--- config.mk ---
export PLATFORM = sky130hd
export DESIGN_NAME = branch_predictor_bht
export DESIGN_NICKNAME = d
export VERILOG_FILES = /design/src/rtl/branch_predictor_bht.sv
export SDC_FILE = /design/constraint.sdc
export NUM_CORES = 1
export LEC_CHECK = 0
export ABC_AREA = 1
export BUFFER_PORTS_ARGS = -buffer_cell sky130_fd_sc_hd__buf_2
export CAP_MARGIN = 20
export CORE_MARGIN = 5
export CORE_UTILIZATION = 60
export DETAILED_ROUTE_END_ITERATION = 10
export GPL_TIMING_DRIVEN = 0
export PLACE_DENSITY = 0.86
export SLEW_MARGIN = 40
export SYNTH_ARGS = -nofsm -noshare
export SYNTH_HDL_FRONTEND = slang
export SYNTH_SLANG_ARGS = --single-unit
--- constraint.sdc ---
create_clock -name i_clk -period 4.5 [get_ports i_clk]
set_clock_uncertainty 0.15 [all_clocks]
set_input_delay 0.45 -clock i_clk [delete_from_list [all_inputs] [get_ports i_clk]]
set_output_delay 0.45 -clock i_clk [all_outputs]
set_load 0.02 [all_outputs]
--- src/rtl/branch_predictor_bht.sv ---
// branch_predictor_bht
//   Direction predictor for beq/bne in a 5-stage MIPS pipeline. The IF stage
//   looks up a table of 2-bit saturating counters indexed by pc[INDEX_BITS+1:2].
//   The ID stage resolves the branch with the comparator's decision. It updates
//   the counter, and when the decision disagrees with the prediction carried
//   down the pipe it redirects the PC and flushes IF/ID.
// Ports
//   i_clk, i_reset              clock, synchronous active-high reset
//   i_if_valid/_is_branch       IF instruction valid / is a beq|bne
//   i_if_pc, i_if_target        IF PC and branch target
//   o_predict_taken/_pc         IF prediction and predicted next PC (comb)
//   i_id_stall                  ID held; no resolve, no IF capture
//   i_id_branch_valid/_taken    ID branch present / resolved direction
//   i_id_target, i_id_pc_plus4  ID taken target / fall-through PC
//   o_redirect_valid/_pc        misprediction redirect (comb)
//   o_branch_count              resolved branches, saturating
//   o_mispredict_count          mispredictions, saturating
module branch_predictor_bht #(
  parameter int INDEX_BITS = 6,
  parameter int PC_WIDTH   = 32
) (
  input  logic                i_clk,
  input  logic                i_reset,
  input  logic                i_if_valid,
  input  logic                i_if_is_branch,
  input  logic [PC_WIDTH-1:0] i_if_pc,
  input  logic [PC_WIDTH-1:0] i_if_target,
  output logic                o_predict_taken,
  output logic [PC_WIDTH-1:0] o_predict_pc,
  input  logic                i_id_stall,
  input  logic                i_id_branch_valid,
  input  logic                i_id_branch_taken,
  input  logic [PC_WIDTH-1:0] i_id_target,
  input  logic [PC_WIDTH-1:0] i_id_pc_plus4,
  output logic                o_redirect_valid,
  output logic [PC_WIDTH-1:0] o_redirect_pc,
  output logic [15:0]         o_branch_count,
  output logic [15:0]         o_mispredict_count
);

  localparam int ENTRIES = 1 << INDEX_BITS;

  logic [1:0]            r_ctr [ENTRIES];
  logic                  r_pvalid;
  logic                  r_ptaken;
  logic [INDEX_BITS-1:0] r_pidx;
  logic [15:0]           r_branch_cnt;
  logic [15:0]           r_mispred_cnt;

  logic [INDEX_BITS-1:0] w_if_idx;
  logic [PC_WIDTH-1:0]   w_id_pc;
  logic [INDEX_BITS-1:0] w_upd_idx;
  logic [1:0]            w_upd_ctr;
  logic [1:0]            w_upd_next;
  logic                  w_resolve;
  logic                  w_pred_used;
  logic                  w_if_fire;
  logic                  w_unused_bits;

  // IF lookup reads the registered table, so an update landing at the same
  // edge is seen by the following cycle (read-before-write).
  assign w_if_idx        = i_if_pc[INDEX_BITS+1:2];
  assign o_predict_taken = i_if_valid & i_if_is_branch & r_ctr[w_if_idx][1];
  assign o_predict_pc    = o_predict_taken ? i_if_target : i_if_pc + PC_WIDTH'(4);

  // Without a carried prediction, the branch PC is recovered from the
  // fall-through PC to find its table entry.
  assign w_id_pc       = i_id_pc_plus4 - PC_WIDTH'(4);
  assign w_upd_idx     = r_pvalid ? r_pidx : w_id_pc[INDEX_BITS+1:2];
  assign w_unused_bits = ^{w_id_pc[1:0], w_id_pc[PC_WIDTH-1:INDEX_BITS+2]};

  assign w_resolve        = i_id_branch_valid & ~i_id_stall & ~i_reset;
  assign w_pred_used      = r_pvalid & r_ptaken;
  assign o_redirect_valid = w_resolve & (i_id_branch_taken != w_pred_used);
  assign o_redirect_pc    = i_id_branch_taken ? i_id_target : i_id_pc_plus4;

  assign w_if_fire = i_if_valid & ~i_id_stall & ~o_redirect_valid;

  assign w_upd_ctr  = r_ctr[w_upd_idx];
  always_comb begin
    w_upd_next = w_upd_ctr;
    if (i_id_branch_taken) begin
      if (w_upd_ctr != 2'b11) w_upd_next = w_upd_ctr + 2'b01;
    end else begin
      if (w_upd_ctr != 2'b00) w_upd_next = w_upd_ctr - 2'b01;
    end
  end

  always_ff @(posedge i_clk) begin
    if (i_reset) begin
      for (int i = 0; i < ENTRIES; i++) r_ctr[i] <= 2'b01;
    end else if (w_resolve) begin
      r_ctr[w_upd_idx] <= w_upd_next;
    end
  end

  // Pending slot: prediction travelling alongside the IF/ID register.
  always_ff @(posedge i_clk) begin
    if (i_reset) begin
      r_pvalid <= 1'b0;
      r_ptaken <= 1'b0;
      r_pidx   <= '0;
    end else if (o_redirect_valid) begin
      r_pvalid <= 1'b0;
    end else if (!i_id_stall) begin
      r_pvalid <= w_if_fire;
      if (w_if_fire) begin
        r_ptaken <= o_predict_taken;
        r_pidx   <= w_if_idx;
      end
    end
  end

  always_ff @(posedge i_clk) begin
    if (i_reset) begin
      r_branch_cnt  <= '0;
      r_mispred_cnt <= '0;
    end else begin
      if (w_resolve && r_branch_cnt != 16'hFFFF)
        r_branch_cnt <= r_branch_cnt + 16'd1;
      if (o_redirect_valid && r_mispred_cnt != 16'hFFFF)
        r_mispred_cnt <= r_mispred_cnt + 16'd1;
    end
  end

  assign o_branch_count     = r_branch_cnt;
  assign o_mispredict_count = r_mispred_cnt;

endmodule

# --- Word-level counts from Yosys, hierarchy flattened ---
# Memories as Yosys holds them, arrays and structs flattened.
# Index checks and enable logic that the tools add are counted.
word_totals:
  word_cells: 47
  n_memories: 1
  ff_bits: 40
  out_inout_bits: 98
  ram_bits: 128
classes:
  bitwise: 11
  reduce_logical: 6
  eq_ne: 4
  addsub: 6
  muxes: 14
mem_list:
  columns: ["name", "depth", "width", "rd", "rd_ports_with_merged_regs", "write_ports", "line_no", "source"]
  rows:
  - ["r_ctr", 64, 2, 2, 0, 64, "43", "logic [1:0] r_ctr [ENTRIES];"]
ops:
  columns: ["operator", "count"]
  rows:
  - ["2-to-1 mux 32 bit", 2]
  - ["adder 16 x 1 -> 16 bit, second input constant", 2]
  - ["adder 32 x 3 -> 32 bit, second input constant", 1]
  - ["!= test 16 bit, second input constant", 2]
  - ["2-to-1 mux 6 bit", 2]
  - ["AND 1 bit", 8]
  - ["2-to-1 mux 2 bit", 4]
  - ["subtractor 8 x 3 -> 8 bit, second input constant", 1]
  - ["2-to-1 mux 1 bit", 6]
  - ["OR reduction 2 bit", 2]
  - ["NOT 1 bit", 3]
  - ["AND reduction 3 bit", 1]
  - ["adder 2 x 1 -> 2 bit, second input constant", 1]
  - ["logical AND 1 bit", 2]
  - ["!= test 2 bit, second input constant", 1]
  - ["nonzero test 2 bit", 1]
  - ["subtractor 2 x 1 -> 2 bit, second input constant", 1]
  - ["!= test 1 bit", 1]

# --- Depth between registers and ports, before layout ---
depth:
  depth_word: 8
  mapped_depth: 19
  mapped_depth_nobuf: 15

# --- Worst setup path after synthesis ---
# OpenSTA, ideal clock, no wires.
synth_timing:
  path_type: "input to output"
  startpoint: "input port i_if_pc[2]"
  endpoint: "output port o_predict_pc[30]"
  setup_slack_ps: 1715
  arrival_time_ps: 2185
  path_stages: 13
  required_time_ps: 3900
  path_buffers: 0
  cell_sequence: "ha_1 > inv_1 > nor2_1 > nand3_1 > nor2_1 > nand3_1 > nor2_1 > nand3_1 > nor2_1 > nand3_1 > xnor2_1 > nand2_1 > nand2_1"
synth_via:
  elab_chain_len: 3
  elab_cells_between_ends: 4
  cone_classes: "1 x add/sub; 1 x mux; 1 x bitwise; 1 x memory"
synth_rtl:
  columns: ["element", "line_no", "source"]
  rows:
  - ["start: declaration", "26", "input logic [PC_WIDTH-1:0] i_if_pc,"]
  - ["branches (longest 2 deep; another with adder 32 x 3 -> 32 bit)", null, null]
  - ["2-to-1 mux 32 bit *", "64", "assign o_predict_pc = o_predict_taken ? i_if_target : i_if_pc + PC_WIDTH'(4);"]
  - ["end: declaration", "29", "output logic [PC_WIDTH-1:0] o_predict_pc,"]
# Mark *: on every way between the ends.

# --- Worst setup path in the final report ---
layout_timing:
  startpoint: "input port i_if_pc[2]"
  endpoint: "output port o_predict_pc[25]"
# Same word-level chain as after synthesis.

==> summary.txt <==
DR WL/cell: 19.2 µm
cell with the most instances after synthesis: nand2_1
HP Class: in2reg
postcts setup bufs: 0
drt pass-1 iters: 6
drt initial violations: 1727
post-route cell area: 13300 µm²
number of global-route vias before repair: 11.7k
total die area: 21600 µm²
Global Route Usage Sum: 37.3%
register bit total from synthesis: 168
vias: 12.3k
mux share of post-synthesis cell area: 0%
clock transition at the registers of the reported paths: 0.07 ns
# setup viols final: 0
Pleak: 5.81 nW
Hold WS: 0.117 ns
CP Cell Sequence: buf_2, buf_2, inv_1, clkbuf_1, o21ai_0, o21ai_0, nand2_1, nand3_1, nand3_1, o21ai_2, clkbuf_1, nand3_1, nand2_1, buf_2
Pwr Density: 316 nW/µm²
initial antenna violation count: 3
register area share after synthesis: 41.2%
CP Launch Type: primary input
Synth Area in XOR/XNOR: 2.41%
async set or reset register ratio after synthesis: 0%
CTS tree: yes
Simple-Gate Fraction of Synth Area: 37.2%
Synth Net Count: 1780
overall power: 4.19 mW
largest family of logic cells by synthesized area: simple AND/OR/NAND/NOR gates
io pins: 233
CP max FO: 10
startpoint of the worst register-to-register path: r_pvalid
synth top area cells: edfxtp_1 (34%), nand2_1 (16%), nand3_1 (9.1%), dfxtp_1 (7.1%), inv_1 (6.9%)
RSZ-0062 raised after global routing: false
worst hold path cell count: 2
largest area contributor in the netlist: edfxtp_1
H-tree depth: 4
Post-route DRC: 0
area fraction of the dominant cell type after synthesis: 34.1%
clk sink count: 168
reg2reg path depth: 16
Worst Setup End Kind: output port
slowest CP cell: clkbuf_1
Synth Cell Area: 11300 µm²
yosys warns: 0
Final ANT Viol Nets: 0
Syn Inst Count: 1641
Pins Over Slew Limit: 0
DP Area: 12700 µm²
post-route core utilization: 71.4%
Reg2Reg Capture Point: r_ctr[4][0]
Tmin final: 4.06 ns
Max Clock Freq: 0.246 GHz
Clock Tree Buf Depth: 2
syn avg cell area: 6.87 µm²
post-synthesis adder-cell area fraction: 0.444%
P&R area growth vs syn: 17.7%
layout cells sized above 1: 18.8%
CP arrival: 3.46 ns
global-route wire length before repair: 62800 µm
Die Y: 147 µm
outcome: completed
CTS resizes: 0
worst stage delay on the critical path: 0.54 ns
worst path required time: 3.90 ns
hpwl dp: 30800 µm
Hold Violations, Final: 0
Final nets: 2028
area fraction in compound gates after synthesis: 7.29%
r2r setup slk: 1.38 ns
count of cell types in the netlist: 35
RePlAce Congestion: 1.02
setup TNS: 0 ns
Max rail drop VDD: 309 µV
slew margin rel.: 37.0%
Max-cap violations: 0
Worst-Margin Slew: 0.935 ns
kind of critical path: in2out
Vias/cell: 5.77
Hold Crit Start: i_reset
GRT overflow: 0
final WL: 41100 µm
Clock Latency Late Sink: 0.44 ns
Initial Utilization: 60.7%
core box area: 18600 µm²
port buffer count: 229
final period utilization: 90.2%
WHS Endpoint: o_mispredict_count[10]
Die W: 147 µm
main flop type after synthesis: edfxtp_1
Clock Tree Root: clkbuf_16
Synth top cells by count: nand2_1 (495), inv_1 (206), nand3_1 (205)
largest net degree at the start of global routing: 17
number of synthesized flops with an enable pin: 128
row count: 50
CTS Hold Bufs: 0
clock buffer count from CTS: 17
[cell families after synthesis]
| kind of cell | Yosys count |
|---|---|
| fa+ha+maj | 4 |
| buf+inv | 297 |
| compound gates | 153 |
| xor+xnor | 31 |
| simple gates | 988 |
| flops | 168 |
[power by group]
part	switching, mW	leakage (nW)	internal (mW)
Sequential	0.0258	1.46	1.69
Clock	0.651	0.259	0.768
Combinational	0.737	4.10	0.314
Total	1.41	5.81	2.78
[how the worst max path moves through the flow]
stage | start | end | cells past startpoint
global placement | i_if_pc[2] | o_predict_pc[25] | 14
floorplan | i_if_pc[2] | o_predict_pc[30] | 13
global route | i_if_pc[2] | o_predict_pc[25] | 14
finish | i_if_pc[2] | o_predict_pc[25] | 14
detailed placement | i_if_pc[2] | o_predict_pc[25] | 14
CTS | i_if_pc[2] | o_predict_pc[25] | 14
[layout by cell type, fill, tap and decap left out, types with 3 or more instances in the layout]
cell / count
buf_2: 257
clkbuf_16: 17
clkinvlp_4: 3
xnor2_1: 9
xor2_1: 22
buf_8: 4
clkinv_1: 4
ha_1: 4
nand4_1: 9
buf_6: 6
nand2_4: 3
nor3_1: 34
inv_2: 4
clkbuf_1: 35
nand3_1: 205
nor2_2: 31
dfxtp_1: 40
edfxtp_1: 128
nor3b_1: 4
o21ai_1: 6
nor2_1: 192
a21oi_1: 49
o211ai_1: 10
inv_1: 206
o21ai_0: 83
nand2_1: 495
buf_4: 11
nor4_1: 7
nand2_2: 6
[per-stage QoR]
| stage | worst slack [ns] | cells |
|---|---|---|
| 2_1_floorplan | 1.72 | 1641 |
| 3_3_place_gp | 0.540 | 2104 |
| 3_5_place_dp | 0.518 | 2104 |
| 4_1_cts | 0.455 | 2136 |
| 5_1_grt | 0.306 | 2138 |
| 6_report | 0.442 | 2138 |
[routing by layer]
metal | vias up | part of all wire, % | GRT usage (%)
li1 | 5768 | - | -
met1 | 5586 | 35 | 45.2
met2 | 830 | 47 | 61.8
met3 | 154 | 13 | 9.13
met4 | 2 | 5.3 | 19.3
met5 | - | 0.029 | 0
[registers in the layout, indices dropped and copies added, names as in the netlist]
register / count
o_branch_count: 16
o_mispredict_count: 16
r_ctr: 128
r_pidx: 6
r_ptaken: 1
r_pvalid: 1
[worst max-delay path: cells and delay by family]
kind,cells,cell delay [ns]
buffers and inverters,6,1.67
AND/OR/NAND/NOR,5,0.68
AO/OA/AOI/OAI,3,0.64
[layout make-up]
class / count / area [µm²]
Timing Repair Buffer: 229 / 1150
Tap cell: 234 / 293
Antenna cell: 2 / 5.00
Buffer: 84 / 483
Clock buffer: 19 / 433
Clock inverter: 13 / 123
Sequential cell: 168 / 4640
Multi-Input combinational cell: 1176 / 5340
Fill cell: 1573 / 5310
Inverter: 213 / 802
Power figures use the tool's default switching activity.
